<file path="src/rtl/kolibri_pkg.sv">
// Shared definitions for the kolibri CPLD SPI engine.
//   spiState_t    : shifter FSM state encoding (IDLE / LOW / HIGH)
//   SPI_DATA_ADDR : CPU address of the SPI data register
//   SPI_DIV_ADDR  : CPU address of the SPI divider register
//   SD_INIT_DIV   : divider giving 400 kHz SCLK from 48 MHz (SD init)
//   RDATA_RST     : received-byte value after reset
package kolibri_pkg;
    typedef enum logic [1:0] {
        IDLE = 2'd0,
        LOW  = 2'd1,
        HIGH = 2'd2
    } spiState_t;

    localparam logic [15:0] SPI_DATA_ADDR = 16'hFE31;
    localparam logic [15:0] SPI_DIV_ADDR  = 16'hFE33;
    localparam int          SD_INIT_DIV   = 59;
    localparam logic [7:0]  RDATA_RST     = 8'hFF;
endpackage

</file>
<file path="src/rtl/spi_shifter_if.sv">
// Bus between the decode stage / SD slot and the SPI shifter.
//   master : decode side (drives WSTB/WDATA/CLKDIV, card drives MISO)
//   slave  : shifter side (drives SCLK/MOSI/RDATA/BUSY/DONE/OVR)
interface spi_shifter_if #(
    parameter int DIVW = 8
);
    logic            WSTB;
    logic [7:0]      WDATA;
    logic [DIVW-1:0] CLKDIV;
    logic            MISO;
    logic            SCLK;
    logic            MOSI;
    logic [7:0]      RDATA;
    logic            BUSY;
    logic            DONE;
    logic            OVR;

    modport master (
        output WSTB, WDATA, CLKDIV, MISO,
        input  SCLK, MOSI, RDATA, BUSY, DONE, OVR
    );

    modport slave (
        input  WSTB, WDATA, CLKDIV, MISO,
        output SCLK, MOSI, RDATA, BUSY, DONE, OVR
    );
endinterface

</file>
<file path="src/rtl/spi_halfper.sv">
// Loadable half-period down-counter for the SPI shifter.
//   MHZ48   : master clock
//   RES     : asynchronous active-high reset (count cleared)
//   load    : load loadVal on the next edge (wins over decrement)
//   loadVal : value to load
//   tc      : terminal count, high while the count is zero
// The count parks at zero, so nothing needs to stop it while idle.
module spi_halfper #(
    parameter int DIVW = 8
) (
    input  logic            MHZ48,
    input  logic            RES,
    input  logic            load,
    input  logic [DIVW-1:0] loadVal,
    output logic            tc
);
    logic [DIVW-1:0] cnt;

    always_ff @(posedge MHZ48 or posedge RES) begin
        if (RES) begin
            cnt <= '0;
        end else if (load) begin
            cnt <= loadVal;
        end else if (cnt != '0) begin
            cnt <= cnt - DIVW'(1);
        end
    end

    assign tc = (cnt == '0);
endmodule

</file>
<file path="src/rtl/spi_shifter.sv">
// Byte-wide SPI master (mode 0, MSB first) for the SD-card slots.
//   MHZ48 : master clock, all state changes on its rising edge
//   RES   : asynchronous active-high reset
//   bus   : slave side of spi_shifter_if
//           WSTB/WDATA start a byte, CLKDIV sets half-period (CLKDIV+1),
//           SCLK/MOSI/MISO are the serial pins, RDATA is the last byte
//           received, BUSY/DONE/OVR are status.
//
// state | meaning
// IDLE  | no transfer, SCLK low, MOSI at IDLE_MOSI
// LOW   | SCLK low phase, MOSI holds current bit
// HIGH  | SCLK high phase, bit already sampled on the rising edge
module spi_shifter
    import kolibri_pkg::*;
#(
    parameter int   DIVW      = 8,
    parameter logic IDLE_MOSI = 1'b1
) (
    input logic            MHZ48,
    input logic            RES,
    spi_shifter_if.slave   bus
);
    spiState_t       state, stateNext;
    logic [7:0]      tx, rx, rdataQ;
    logic [2:0]      bitCnt;
    logic [DIVW-1:0] div, cntVal;
    logic            cntLoad, tc;
    logic            sclkQ, mosiQ, busyQ, doneQ, ovrQ;
    logic            accept, rise, fall, lastBit;

    spi_halfper #(.DIVW(DIVW)) uHalfper (
        .MHZ48   (MHZ48),
        .RES     (RES),
        .load    (cntLoad),
        .loadVal (cntVal),
        .tc      (tc)
    );

    always_ff @(posedge MHZ48 or posedge RES) begin
        if (RES) state <= IDLE;
        else     state <= stateNext;
    end

    always_comb begin
        stateNext = state;
        cntLoad   = 1'b0;
        cntVal    = div;
        accept    = 1'b0;
        rise      = 1'b0;
        fall      = 1'b0;
        lastBit   = (bitCnt == 3'd7);
        case (state)
            IDLE: begin
                if (bus.WSTB) begin
                    accept    = 1'b1;
                    stateNext = LOW;
                    cntLoad   = 1'b1;
                    cntVal    = bus.CLKDIV;
                end
            end
            LOW: begin
                if (tc) begin
                    rise      = 1'b1;
                    stateNext = HIGH;
                    cntLoad   = 1'b1;
                end
            end
            HIGH: begin
                if (tc) begin
                    fall = 1'b1;
                    if (lastBit) begin
                        stateNext = IDLE;
                    end else begin
                        stateNext = LOW;
                        cntLoad   = 1'b1;
                    end
                end
            end
            default: stateNext = IDLE;
        endcase
    end

    always_ff @(posedge MHZ48 or posedge RES) begin
        if (RES) begin
            tx     <= '0;
            rx     <= '0;
            bitCnt <= '0;
            div    <= '0;
            rdataQ <= RDATA_RST;
            sclkQ  <= 1'b0;
            mosiQ  <= IDLE_MOSI;
            busyQ  <= 1'b0;
            doneQ  <= 1'b0;
            ovrQ   <= 1'b0;
        end else begin
            doneQ <= 1'b0;
            if (accept) begin
                tx     <= bus.WDATA;
                mosiQ  <= bus.WDATA[7];
                bitCnt <= '0;
                div    <= bus.CLKDIV;
                busyQ  <= 1'b1;
                ovrQ   <= 1'b0;
            end else if (bus.WSTB) begin
                // Any strobe outside IDLE, including the completing edge.
                ovrQ <= 1'b1;
            end
            if (rise) begin
                sclkQ <= 1'b1;
                rx    <= {rx[6:0], bus.MISO};
            end
            if (fall) begin
                sclkQ <= 1'b0;
                if (lastBit) begin
                    rdataQ <= rx;
                    busyQ  <= 1'b0;
                    doneQ  <= 1'b1;
                    mosiQ  <= IDLE_MOSI;
                end else begin
                    bitCnt <= bitCnt + 3'd1;
                    mosiQ  <= tx[3'd6 - bitCnt];
                end
            end
        end
    end

    assign bus.SCLK  = sclkQ;
    assign bus.MOSI  = mosiQ;
    assign bus.RDATA = rdataQ;
    assign bus.BUSY  = busyQ;
    assign bus.DONE  = doneQ;
    assign bus.OVR   = ovrQ;
endmodule

</file>
<file path="src/flat_wrapper.sv">
// flat-port wrapper written by rule: the top's interface ports become plain ports
module spi_shifter_flat import kolibri_pkg::*;
#(
    parameter int   DIVW      = 8,
    parameter logic IDLE_MOSI = 1'b1
)
  (MHZ48, RES, bus_WSTB, bus_WDATA, bus_CLKDIV, bus_MISO, bus_SCLK, bus_MOSI, bus_RDATA, bus_BUSY, bus_DONE, bus_OVR);
  spi_shifter_if #(.DIVW(DIVW)) bus_i ();
  input logic MHZ48;
  input logic RES;
  input wire logic [$bits(bus_i.WSTB)-1:0] bus_WSTB;
  input wire logic [$bits(bus_i.WDATA)-1:0] bus_WDATA;
  input wire logic [$bits(bus_i.CLKDIV)-1:0] bus_CLKDIV;
  input wire logic [$bits(bus_i.MISO)-1:0] bus_MISO;
  output wire logic [$bits(bus_i.SCLK)-1:0] bus_SCLK;
  output wire logic [$bits(bus_i.MOSI)-1:0] bus_MOSI;
  output wire logic [$bits(bus_i.RDATA)-1:0] bus_RDATA;
  output wire logic [$bits(bus_i.BUSY)-1:0] bus_BUSY;
  output wire logic [$bits(bus_i.DONE)-1:0] bus_DONE;
  output wire logic [$bits(bus_i.OVR)-1:0] bus_OVR;
  assign bus_i.WSTB = bus_WSTB;
  assign bus_i.WDATA = bus_WDATA;
  assign bus_i.CLKDIV = bus_CLKDIV;
  assign bus_i.MISO = bus_MISO;
  assign bus_SCLK = bus_i.SCLK;
  assign bus_MOSI = bus_i.MOSI;
  assign bus_RDATA = bus_i.RDATA;
  assign bus_BUSY = bus_i.BUSY;
  assign bus_DONE = bus_i.DONE;
  assign bus_OVR = bus_i.OVR;
  spi_shifter #(.DIVW(DIVW), .IDLE_MOSI(IDLE_MOSI)) u_core (.MHZ48(MHZ48), .RES(RES), .bus(bus_i));
endmodule
</file>
<file path="config.mk">
export PLATFORM = sky130hd
export DESIGN_NAME = spi_shifter_flat
export DESIGN_NICKNAME = d
export VERILOG_FILES = /design/src/rtl/kolibri_pkg.sv /design/src/rtl/spi_shifter_if.sv /design/src/rtl/spi_halfper.sv /design/src/rtl/spi_shifter.sv /design/src/flat_wrapper.sv
export SDC_FILE = /design/constraint.sdc
export NUM_CORES = 1
export LEC_CHECK = 0
export BUFFER_PORTS_ARGS = -buffer_cell sky130_fd_sc_hd__buf_2
export CAP_MARGIN = 30
export CORE_MARGIN = 4
export CORE_UTILIZATION = 45
export CTS_BUF_LIST = sky130_fd_sc_hd__clkbuf_4 sky130_fd_sc_hd__clkbuf_8
export DETAILED_ROUTE_END_ITERATION = 16
export PLACE_DENSITY = 0.71
export SYNTH_ARGS = -nofsm -noshare
export SYNTH_HDL_FRONTEND = slang
export SYNTH_SLANG_ARGS = --single-unit
</file>
<file path="constraint.sdc">
create_clock -name MHZ48 -period 5.6 [get_ports MHZ48]
set_clock_uncertainty 0.05 [all_clocks]
set_input_delay 1.12 -clock MHZ48 [delete_from_list [all_inputs] [get_ports MHZ48]]
set_output_delay 1.12 -clock MHZ48 [all_outputs]
set_load 0.02 [all_outputs]
</file>
==> out/metrics.csv <==
metric,value,unit
clockBufferDepth,2,
end_kind,register,
areaGrowthSynthToFinish,16.57,%
diodes,0,
ant_nets,0,
die_area,6213,um2
core_area,4786,um2
routed_wl,3.945,mm
clkPwrFrac,25.3,%
grt_overflow_total,0,
syn_area_per_cell,11.52,um2
row_count,25,
fin_nets,253,
synth_cells,196,
grt.total_usage,13.86,%
drive_gt1_share,36.52,%
p_int,0.0008200,W
synth_area_leader_cell,dfrtp_1,
insertion_delay,300,ps
crit_chain,or4_4 > nor3_4 > a21o_1 > mux2_2,
arrival,2620,ps
drt_pre_antenna_iters,4,
grt_pass1_wl,6.713,mm
drv_slew,0,
setup-violations-final,0,
synth_seq_cells,50,
fin_crit,2480,ps
die_h,78.83,um
dp.final_hpwl,2.754,mm
synth_ff_type,dfrtp_1,
numPortBuffers,32,
maxCapViolCount,0,
post_cts_resized,0,
cts_root_buffer,clkbuf_8,
worst-setup-path-type,register to register,
synth.area.top_cells,"dfrtp_1, dfstp_2, nand2_1, mux2_2, mux2_4",
fmax,403.2,MHz
hold_buffers,0,
antenna_found_initial,0,
switching_share,30.59,%
synth_cell_type_count,36,
status,finished clean,
cts_setup_buffers,0,
dr_total_vias,1423,
synth_most_common_cell,nand2_1,
cp-start-kind,register,
synth_top_area_share,45.45,%
fin_ws,3120,ps
viasPerCell,4.791,
p_comb_share,29.0,%
setup-tns-final,0,ps
grt_max_degree,32,
yosys-top-cells-count,"nand2_1, dfrtp_1, mux2_2",
cts_max_level,2,
netlist_area,2257,um2
cts_buffers,5,
fin_crit_sh,44.29,%
drt_iter0_markers,30,
critPathMaxFanout,16,
tightestPinTransition,585.3,ps
wl_per_cell,13.28,um
switchingPower,0.0003613,W
hold_path.class,register to register,
synth_nets,220,
critPathMaxStageDelay,590,ps
start_util,47.16,%
ys_seq_area_share,55.93,%
ys_warn_count,0,
clk_pin_slew_worst_paths,90,ps
drc,0,
async_reset_ff_share,100.0,%
cpMaxStageDelayCell,or4_4,
rsz0062_at_grt,no,
required,5740,ps
power_frac_seq,45.8,%
cts.sinks,50,
vdd_ir_drop_max,0.1859,mV
p_per_area,448.9,nW/um2
first_global_vias,1405,
hold_viol_final,0,
slew_headroom,60.85,%
utilization,54.98,%
synth_edf_count,0,
routabilityCongestion,0.7702,
io_pins,33,
dp_slack,3068,ps
die_w,78.83,um
cts_tree,done,
leakage,1.337,nW
-- area by class of cell --
class	count	area (um2)
fill	407	2155
sequential	50	1262
multi-input combinational	133	940.9
timing repair buffer	34	187.7
tap	67	83.83
clock buffer	5	68.82
clock inverter	3	68.82
inverter	5	18.77
-- routing by layer --
layer,up-vias,share of wire (%),global-route usage [%]
met1,660,48,19.55
met3,6,5.6,3.628
li1,725,-,-
met4,0,1.4,5.155
met2,32,45,20.63
met5,-,0,0
-- cells in the final DEF, fill, tap and decap left out, types with 5 or more instances in the layout --
cell,netlist,final
buf_2,2,32
clkbuf_8,0,5
dfrtp_1,41,41
dfstp_2,9,9
mux2_2,14,14
mux2_4,8,8
nand2_1,53,53
nor2_1,7,7
o21ai_0,6,6
xnor2_1,5,5
-- sequential cells by signal, indices dropped and copies added, names as in the netlist, 2 cells and up --
name                 flops
u_core.state             2
u_core.rx                8
u_core.bus.RDATA         8
u_core.uHalfper.cnt      8
u_core.tx                8
u_core.div               8
u_core.bitCnt            3
-- final timing paths --
| kind | slack, ps | from | cells after the start | end |
|---|---|---|---|---|
| max | 3120 | u_core.uHalfper.cnt[3] | 4 | u_core.uHalfper.cnt[0] |
| min | 420 | u_core.div[1] | 2 | u_core.div[1] |
| max reg2reg | 3120 | u_core.uHalfper.cnt[3] | 4 | u_core.uHalfper.cnt[0] |
| min reg2reg | 420 | u_core.div[1] | 2 | u_core.div[1] |
| max in group asynchronous | 4160 | RES | 3 | u_core.bus.RDATA[6] |
| min in group asynchronous | 760 | RES | 2 | u_core.uHalfper.cnt[3] |
-- power by group through the flow --
| stage | Sequential (W) | Clock (W) | Combinational [W] |
|---|---|---|---|
| after floorplan | 0.000542 | 0 | 0.000272 |
| after global placement | 0.000547 | 0 | 0.000336 |
| after detailed placement | 0.000548 | 0 | 0.000347 |
| after CTS | 0.000543 | 0.000306 | 0.000349 |
| after global routing | 0.000556 | 0.000322 | 0.000390 |
| final | 0.000541 | 0.000299 | 0.000342 |
-- kinds of logic (layout without fill, tap and decap cells) --
group	after synthesis	in the layout	share of synthesized area (%)
buf+inv	13	47	2.605
fa+ha+maj	4	4	2.217
flops	50	50	55.93
xor+xnor	5	5	1.940
mux	27	27	15.63
simple gates	81	81	17.02
compound gates	16	16	4.657
-- critical path, delay by kind of cell, from the launching register on --
kind / cells / cell delay (ps)
flip-flops: 1 / 440
AO/OA/AOI/OAI: 1 / 380
AND/OR/NAND/NOR: 2 / 1120
multiplexers: 1 / 370
-- per-stage QoR --
step	cell area (um2)	hold WS [ps]	instances	power (W)
final	2631	421.4	297	0.001181
after global routing	2631	446.6	297	0.001268
after CTS	2631	425.4	297	0.001198
after global placement	2474	403.5	288	0.0008835
after detailed placement	2494	403.5	289	0.0008949
after floorplan	2257	385.8	196	0.0008134
No activity file was read; power rests on OpenSTA's default activity.
